## config.mk

```make
export PLATFORM = sky130hd
export DESIGN_NAME = mem_arbiter
export DESIGN_NICKNAME = d
export VERILOG_FILES = /design/src/rtl/mem_arbiter.sv
export SDC_FILE = /design/constraint.sdc
export NUM_CORES = 1
export LEC_CHECK = 0
export BUFFER_PORTS_ARGS = -buffer_cell sky130_fd_sc_hd__buf_4
export CAP_MARGIN = 10
export CORE_MARGIN = 2
export CORE_UTILIZATION = 49
export DETAILED_ROUTE_END_ITERATION = 10
export PLACE_DENSITY = 0.95
export SYNTH_ARGS = -nofsm -noshare
export SYNTH_HDL_FRONTEND = slang
export SYNTH_SLANG_ARGS = --single-unit
```

## constraint.sdc

```tcl
create_clock -name clk -period 5.1 [get_ports clk]
set_input_delay 0.51 -clock clk [delete_from_list [all_inputs] [get_ports clk]]
set_output_delay 0.51 -clock clk [all_outputs]
set_load 0.005 [all_outputs]
```

## src/rtl/mem_arbiter.sv

```systemverilog
// Two-port memory bus arbiter: instruction fetch (I) and data (D) share one bus.
// D has priority; a starvation counter forces an I win after STARVE_MAX D grants.
module mem_arbiter #(
  parameter int unsigned STARVE_MAX = 4,
  parameter int unsigned CNT_W      = 3
) (
  input  logic        clk,
  input  logic        reset_n,
  input  logic        i_req,
  input  logic [31:0] i_addr,
  output logic        i_ack,
  output logic [31:0] i_data,
  input  logic        d_req,
  input  logic [31:0] d_addr,
  input  logic        d_write,
  input  logic [31:0] d_wdata,
  input  logic        d_extend,
  input  logic [1:0]  d_width,
  output logic        d_ack,
  output logic [31:0] d_rdata,
  output logic        mem_req,
  output logic [31:0] mem_addr,
  output logic        mem_write,
  output logic [31:0] mem_wdata,
  output logic        mem_extend,
  output logic [1:0]  mem_width,
  input  logic        mem_ack,
  input  logic [31:0] mem_rdata,
  output logic        busy_d,
  output logic        busy_i
);

  localparam int unsigned AW = 32;
  localparam int unsigned DW = 32;

  typedef enum logic [1:0] {
    OWN_NONE = 2'd0,
    OWN_I    = 2'd1,
    OWN_D    = 2'd2
  } owner_t;

  owner_t           r_owner;
  logic             r_orphan;
  logic [AW-1:0]    r_addr;
  logic             r_write;
  logic [DW-1:0]    r_wdata;
  logic             r_extend;
  logic [1:0]       r_width;
  logic [CNT_W-1:0] r_starve_cnt;

  logic w_idle;
  logic w_starved;
  logic w_win_i;
  logic w_win_d;
  logic w_owner_req;

  // Arbitration only happens while the bus is idle.
  always_comb begin
    w_idle      = (r_owner == OWN_NONE);
    w_starved   = (r_starve_cnt == CNT_W'(STARVE_MAX));
    w_win_i     = w_idle & i_req & (~d_req | w_starved);
    w_win_d     = w_idle & d_req & ~w_win_i;
    w_owner_req = ((r_owner == OWN_I) & i_req) | ((r_owner == OWN_D) & d_req);
  end

  // Bus drive: latch while owned, winner's live fields during a grant cycle.
  always_comb begin
    mem_req    = 1'b0;
    mem_addr   = '0;
    mem_write  = 1'b0;
    mem_wdata  = '0;
    mem_extend = 1'b0;
    mem_width  = 2'd0;
    if (!w_idle) begin
      mem_req    = 1'b1;
      mem_addr   = r_addr;
      mem_write  = r_write;
      mem_wdata  = r_wdata;
      mem_extend = r_extend;
      mem_width  = r_width;
    end else if (w_win_i) begin
      mem_req    = 1'b1;
      mem_addr   = i_addr;
      mem_width  = 2'd2;
    end else if (w_win_d) begin
      mem_req    = 1'b1;
      mem_addr   = d_addr;
      mem_write  = d_write;
      mem_wdata  = d_wdata;
      mem_extend = d_extend;
      mem_width  = d_width;
    end

    // An orphaned or withdrawn owner never sees its ack.
    i_ack  = mem_ack & (w_win_i | ((r_owner == OWN_I) & ~r_orphan & i_req));
    d_ack  = mem_ack & (w_win_d | ((r_owner == OWN_D) & ~r_orphan & d_req));
    busy_i = w_win_i | (r_owner == OWN_I);
    busy_d = w_win_d | (r_owner == OWN_D);

    if (!reset_n) begin
      mem_req = 1'b0;
      i_ack   = 1'b0;
      d_ack   = 1'b0;
      busy_i  = 1'b0;
      busy_d  = 1'b0;
    end
  end

  assign i_data  = mem_rdata;
  assign d_rdata = mem_rdata;

  always_ff @(posedge clk or negedge reset_n) begin
    if (!reset_n) begin
      r_owner      <= OWN_NONE;
      r_orphan     <= 1'b0;
      r_addr       <= '0;
      r_write      <= 1'b0;
      r_wdata      <= '0;
      r_extend     <= 1'b0;
      r_width      <= 2'd0;
      r_starve_cnt <= '0;
    end else if (w_idle) begin
      if (w_win_i) begin
        r_starve_cnt <= '0;
      end else if (w_win_d && i_req && !w_starved) begin
        r_starve_cnt <= r_starve_cnt + CNT_W'(1);
      end
      // Grants completed in the same cycle never take ownership.
      if ((w_win_i || w_win_d) && !mem_ack) begin
        r_owner  <= w_win_i ? OWN_I : OWN_D;
        r_addr   <= mem_addr;
        r_write  <= mem_write;
        r_wdata  <= mem_wdata;
        r_extend <= mem_extend;
        r_width  <= mem_width;
      end
    end else if (mem_ack) begin
      r_owner  <= OWN_NONE;
      r_orphan <= 1'b0;
    end else if (!w_owner_req) begin
      r_orphan <= 1'b1;
    end
  end

endmodule
```

Word level (Yosys, flattened, before mapping):

Index checks and enable logic that the tools add are counted.
Widths: inputs -> output; s select.

* bits in registers: 74
* input bits: 137
* output and inout bits: 137
* logic and storage cells: 80

* add/sub/neg operators: 1
* equality and inequality tests: 5
* muxes and demuxes: 31
* bitwise gates (word level): 22
* reduce and logical (&&, ||, !) cells: 13

Operators with widths (number)
* $mux 32: 6
* $mux 1: 16
* $mux 2: 7
* $and 1x1->1: 12
* $reduce_and 2->1: 4
* $mux 3: 2
* $or 1x1->1: 6
* $not 1->1: 4
* $reduce_bool 2->1: 2
* $add 3x1->3 const B: 1
* $eq 3x3->1 const B: 1
* $logic_and 1x1->1: 3
* $eq 2x1->1 const B: 1
* $eq 2x2->1 const B: 1
* $logic_not 1->1: 2
* $logic_not 2->1: 1
* $ne 2x1->1 const B: 1
* $ne 2x2->1 const B: 1
* $logic_or 1x1->1: 1

Longest topological paths before layout:

* depth in word-level cells: 9
* mapped depth: 7
* mapped depth without buffers: 5

Least setup slack after synthesis:

Ideal clock, no wire load.

* path type: input to output
* from: in i_req
* to: out mem_addr[10]
* arrival time: 1.541 ns
* required time: 4.590 ns
* slack: 3.049 ns
* stages on the path: 6
* buffers on the path: 3
* cell sequence: buf_2 > nand3_1 > clkbuf_1 > buf_2 > nand3_1 > nand3_1

* cells in the longest elaborated chain, start to end: 7

RTL lines
* from (decl): line 9 `input logic i_req,`
* $and 1x1->1 (*) (2 in a row): line 61 `w_win_i = w_idle & i_req & (~d_req | w_starved);`
* $not 1->1: line 62 `w_win_d = w_idle & d_req & ~w_win_i;`
* $and 1x1->1: line 62
* $mux 32: line 85 `end else if (w_win_d) begin`
* $mux 32 (*): line 81 `end else if (w_win_i) begin`
* $mux 32 (*): line 74 `if (!w_idle) begin`
* to (decl): line 22 `output logic [31:0] mem_addr,`

Every way passes the cells marked *; elsewhere a longest branch is shown, timed or not.

Worst setup path in the final report:

* from: reg r_starve_cnt[0]
* to: out busy_d

* cells in the longest elaborated chain, start to end: 7

RTL lines
* from (decl): line 49 `logic [CNT_W-1:0] r_starve_cnt;`
* from (signal assigned): line 126 `r_starve_cnt <= r_starve_cnt + CNT_W'(1);`
* $eq 3x3->1: line 60 `w_starved = (r_starve_cnt == CNT_W'(STARVE_MAX));`
* $or 1x1->1: line 61
* $and 1x1->1: line 61
* $not 1->1: line 62
* $and 1x1->1: line 62
* $or 1x1->1: line 98 `busy_d = w_win_d | (r_owner == OWN_D);`
* $mux 1: line 100 `if (!reset_n) begin`
* to (decl): line 29 `output logic busy_d,`

No other way between the ends.

==> results.py <==
metrics = {
    "finish": {
        "layout.nets": 883,
        "fillers": 873,
        "num_antenna_cells": 0,
        "postLayoutCellArea_um2": 5990,
        "syn2layout_area_growth_pct": 19.0,
        "drive_above_1_share": 0.276,
        "instances_no_fill": 882,
    },
    "power_and_ir_drop": {
        "finalPower_mw": 1.97,
        "p_leak_nw": 2.88,
        "peakVddDrop_mv": 0.190,
        "power_density_nw_per_um2": 329,
    },
    "sta": {
        "fin_worst_skew_ns": 0.0162,
        "fin_ws_ns": 1.77,
        "fin_crit_ns": 3.33,
        "report.final.setup_viol": 0,
        "report.final.hold_viol_count": 0,
        "worst_pin_slew_ns": 1.04,
        "fin_crit_sh": 0.653,
        "rsz0062_at_grt": "false",
        "slew_headroom": 0.308,
        "fmax_ghz": 0.300,
        "slew_viol_final": 0,
        "tns_ns": 0,
    },
    "global_route": {
        "grt_pass1_wl_um": 23000,
        "antenna_found_initial": 0,
        "grt_usage": 0.249,
        "grt_remaining_overflow": 0,
        "grt_max_degree": 79,
        "grt_pass1_vias": 4677,
    },
    "yosys": {
        "yosysWarnings": 0,
        "synth_mux_area_frac": 0,
        "netlist_area_um2": 5030,
        "synth_top_area_share": 0.368,
        "ys_types": 32,
        "synth_top_family_by_area": "simple AND/OR/NAND/NOR gates",
        "synthXorXnorAreaFrac": 0.00174,
        "synth_top_area_cell": "dfrtp_1",
        "post-synth-top-count-cell": "nand2_1",
        "synth-compound-area-share": 0.181,
        "synthSimpleGateAreaFrac": 0.284,
        "ys_ff_latch": 74,
        "synth_edf_count": 0,
        "synthCells": 676,
        "synth_area_per_cell_um2": 7.45,
        "synthTopCellsByArea": "dfrtp_1 (37%), nand3_1 (13%), nand2_1 (13%), buf_4 (9.7%), o21ai_0 (9.6%)",
        "synthArstFlopShare": 1.00,
        "synth_flop_cell": "dfrtp_1",
        "ys_top_cells_by_count": "nand2_1 (172), nand3_1 (132), o21ai_0 (97)",
        "synth-seq-area-share": 0.368,
        "synth_fa_ha_area_frac": 0.00497,
        "syn_nets": 815,
    },
    "die": {
        "start_util": 0.510,
        "dieHeight_um": 105,
        "rows": 36,
        "die-area_um2": 11100,
        "die_w_um": 105,
        "io_pins": 274,
        "core-area_um2": 9860,
    },
    "status": {
        "status": "complete, no violations",
    },
    "clock_network": {
        "cts.clk_slew.worst_paths_ns": 0.08,
        "cts_made_buffers": 9,
        "cts_tree": "yes",
        "h-tree-depth": 3,
        "cts_setup_buffers": 0,
        "clock-sinks": 74,
        "clk_path_buf_depth": 2,
        "clock_latency_ns": 0.33,
        "postCtsResizedCells": 0,
        "hold_buffers": 0,
        "root_buffer": "clkbuf_8",
    },
    "detailed_routing": {
        "dr.pass1.iters": 5,
        "num_vias": 5127,
        "drt_iter0_drc": 507,
        "drc": 0,
        "ant_nets": 0,
        "vias_per_cell": 5.81,
        "totalWireLength_um": 13900,
        "wl_per_cell_um": 15.7,
    },
    "placement": {
        "port-buffer-count": 177,
        "dpl.hpwl_um": 9080,
        "gp_congestion": 0.844,
        "placed_area_um2": 5800,
        "dp.cells": 866,
        "dp_slack_ns": 2.07,
    },
    "critical_path": {
        "required_ns": 4.59,
        "worstPathMaxFanout": 37,
        "criticalPathCategory": "reg2out",
        "r2r_start": "r_starve_cnt[0]",
        "cp-startpoint": "r_starve_cnt[0]",
        "crit_top_cell": "buf_4",
        "critPathSlowestCell": "nand3_2",
        "end_kind": "output pin",
        "startpoint_type": "flip-flop",
        "max_stage_delay_ns": 0.59,
        "crit_chain": "inv_1 > ha_1 > nand3_2 > buf_4 > nand2_4 > a21boi_0 > buf_4",
        "arrival_ns": 2.82,
    },
    "run": {
        "maxCapViolations": 0,
    },
    "hold_path": {
        "hold_class": "in2async",
    },
}
-- kinds of logic after synthesis --
group	Yosys count
flip-flops	74
XOR/XNOR	1
buffers and inverters	129
AND/OR/NAND/NOR	319
adder cells (fa/ha/maj)	2
AO/OA/AOI/OAI	151
-- layer usage --
layer / part of all wire / track usage / wire, µm
met2: 0.48 / 0.406 / 6650
met1: 0.41 / 0.327 / 5750
met4: 0.0099 / 0.0724 / 138
met3: 0.097 / 0.0649 / 1350
met5: 0 / 0 / 0
-- cell type report --
class	count	area [µm²]	share of cell area
Inverter	3	11.3	0.00188
Timing Repair Buffer	183	1370	0.229
Tap cell	133	166	0.0278
Clock buffer	10	128	0.0213
Clock inverter	6	66.3	0.0111
Sequential cell	74	1850	0.309
Multi-Input combinational cell	473	2390	0.400
-- worst paths after layout --
check                                   to  slack, ns  cells past startpoint
worst min register to register  r_addr[21]       0.52                      2
worst min-delay path            r_wdata[8]       0.33                      1
min in group clk                r_owner[1]       0.36                      2
max in group asynchronous       r_addr[28]       4.15                      1
worst max-delay path                busy_d       1.77                      7
worst max register to register  r_addr[10]       2.53                      6
-- report_power, final --
group	switching [mW]	internal (mW)	total, mW
registers	0.0703	0.716	0.786
clock network	0.224	0.227	0.451
logic	0.398	0.334	0.733
-- registers in the layout, summed over array words and instances, names as in the netlist --
signal,count
r_width,2
r_write,1
r_extend,1
r_orphan,1
r_starve_cnt,3
r_owner,2
r_addr,32
r_wdata,32
-- cells in the final DEF, fill, tap and decap left out, types with 2 or more instances in the layout --
| cell | netlist | layout |
|---|---|---|
| inv_1 | 3 | 3 |
| o21ai_1 | 7 | 7 |
| clkbuf_8 | 0 | 9 |
| clkinvlp_4 | 0 | 3 |
| nor2b_1 | 2 | 2 |
| o221ai_1 | 32 | 32 |
| nor3b_4 | 2 | 2 |
| a21oi_1 | 6 | 6 |
| nand4_1 | 2 | 2 |
| buf_4 | 65 | 183 |
| nand2_1 | 172 | 172 |
| a21boi_0 | 2 | 2 |
| nand3b_1 | 2 | 2 |
| dfrtp_1 | 74 | 74 |
| nand3_1 | 132 | 131 |
| o21ai_0 | 97 | 97 |
| ha_1 | 2 | 2 |
| nor2_1 | 2 | 2 |
-- critical path, delay by kind of cell, from the launching register on --
kind	cells	cell delay [ns]
adder cells (fa/ha/maj)	1	0.19
AND/OR/NAND/NOR	2	0.95
AO/OA/AOI/OAI	1	0.15
flip-flops	1	0.38
buffers and inverters	3	0.77
-- through the flow --
| stage | util | hold slack [ns] |
|---|---|---|
| CTS | 0.607 | 0.334 |
| floorplan | - | 0.214 |
| global route | 0.607 | 0.341 |
| detailed placement | 0.588 | 0.501 |
| global placement | 0.588 | 0.488 |
| finish | 0.607 | 0.332 |
Power figures use the tool's default switching activity.
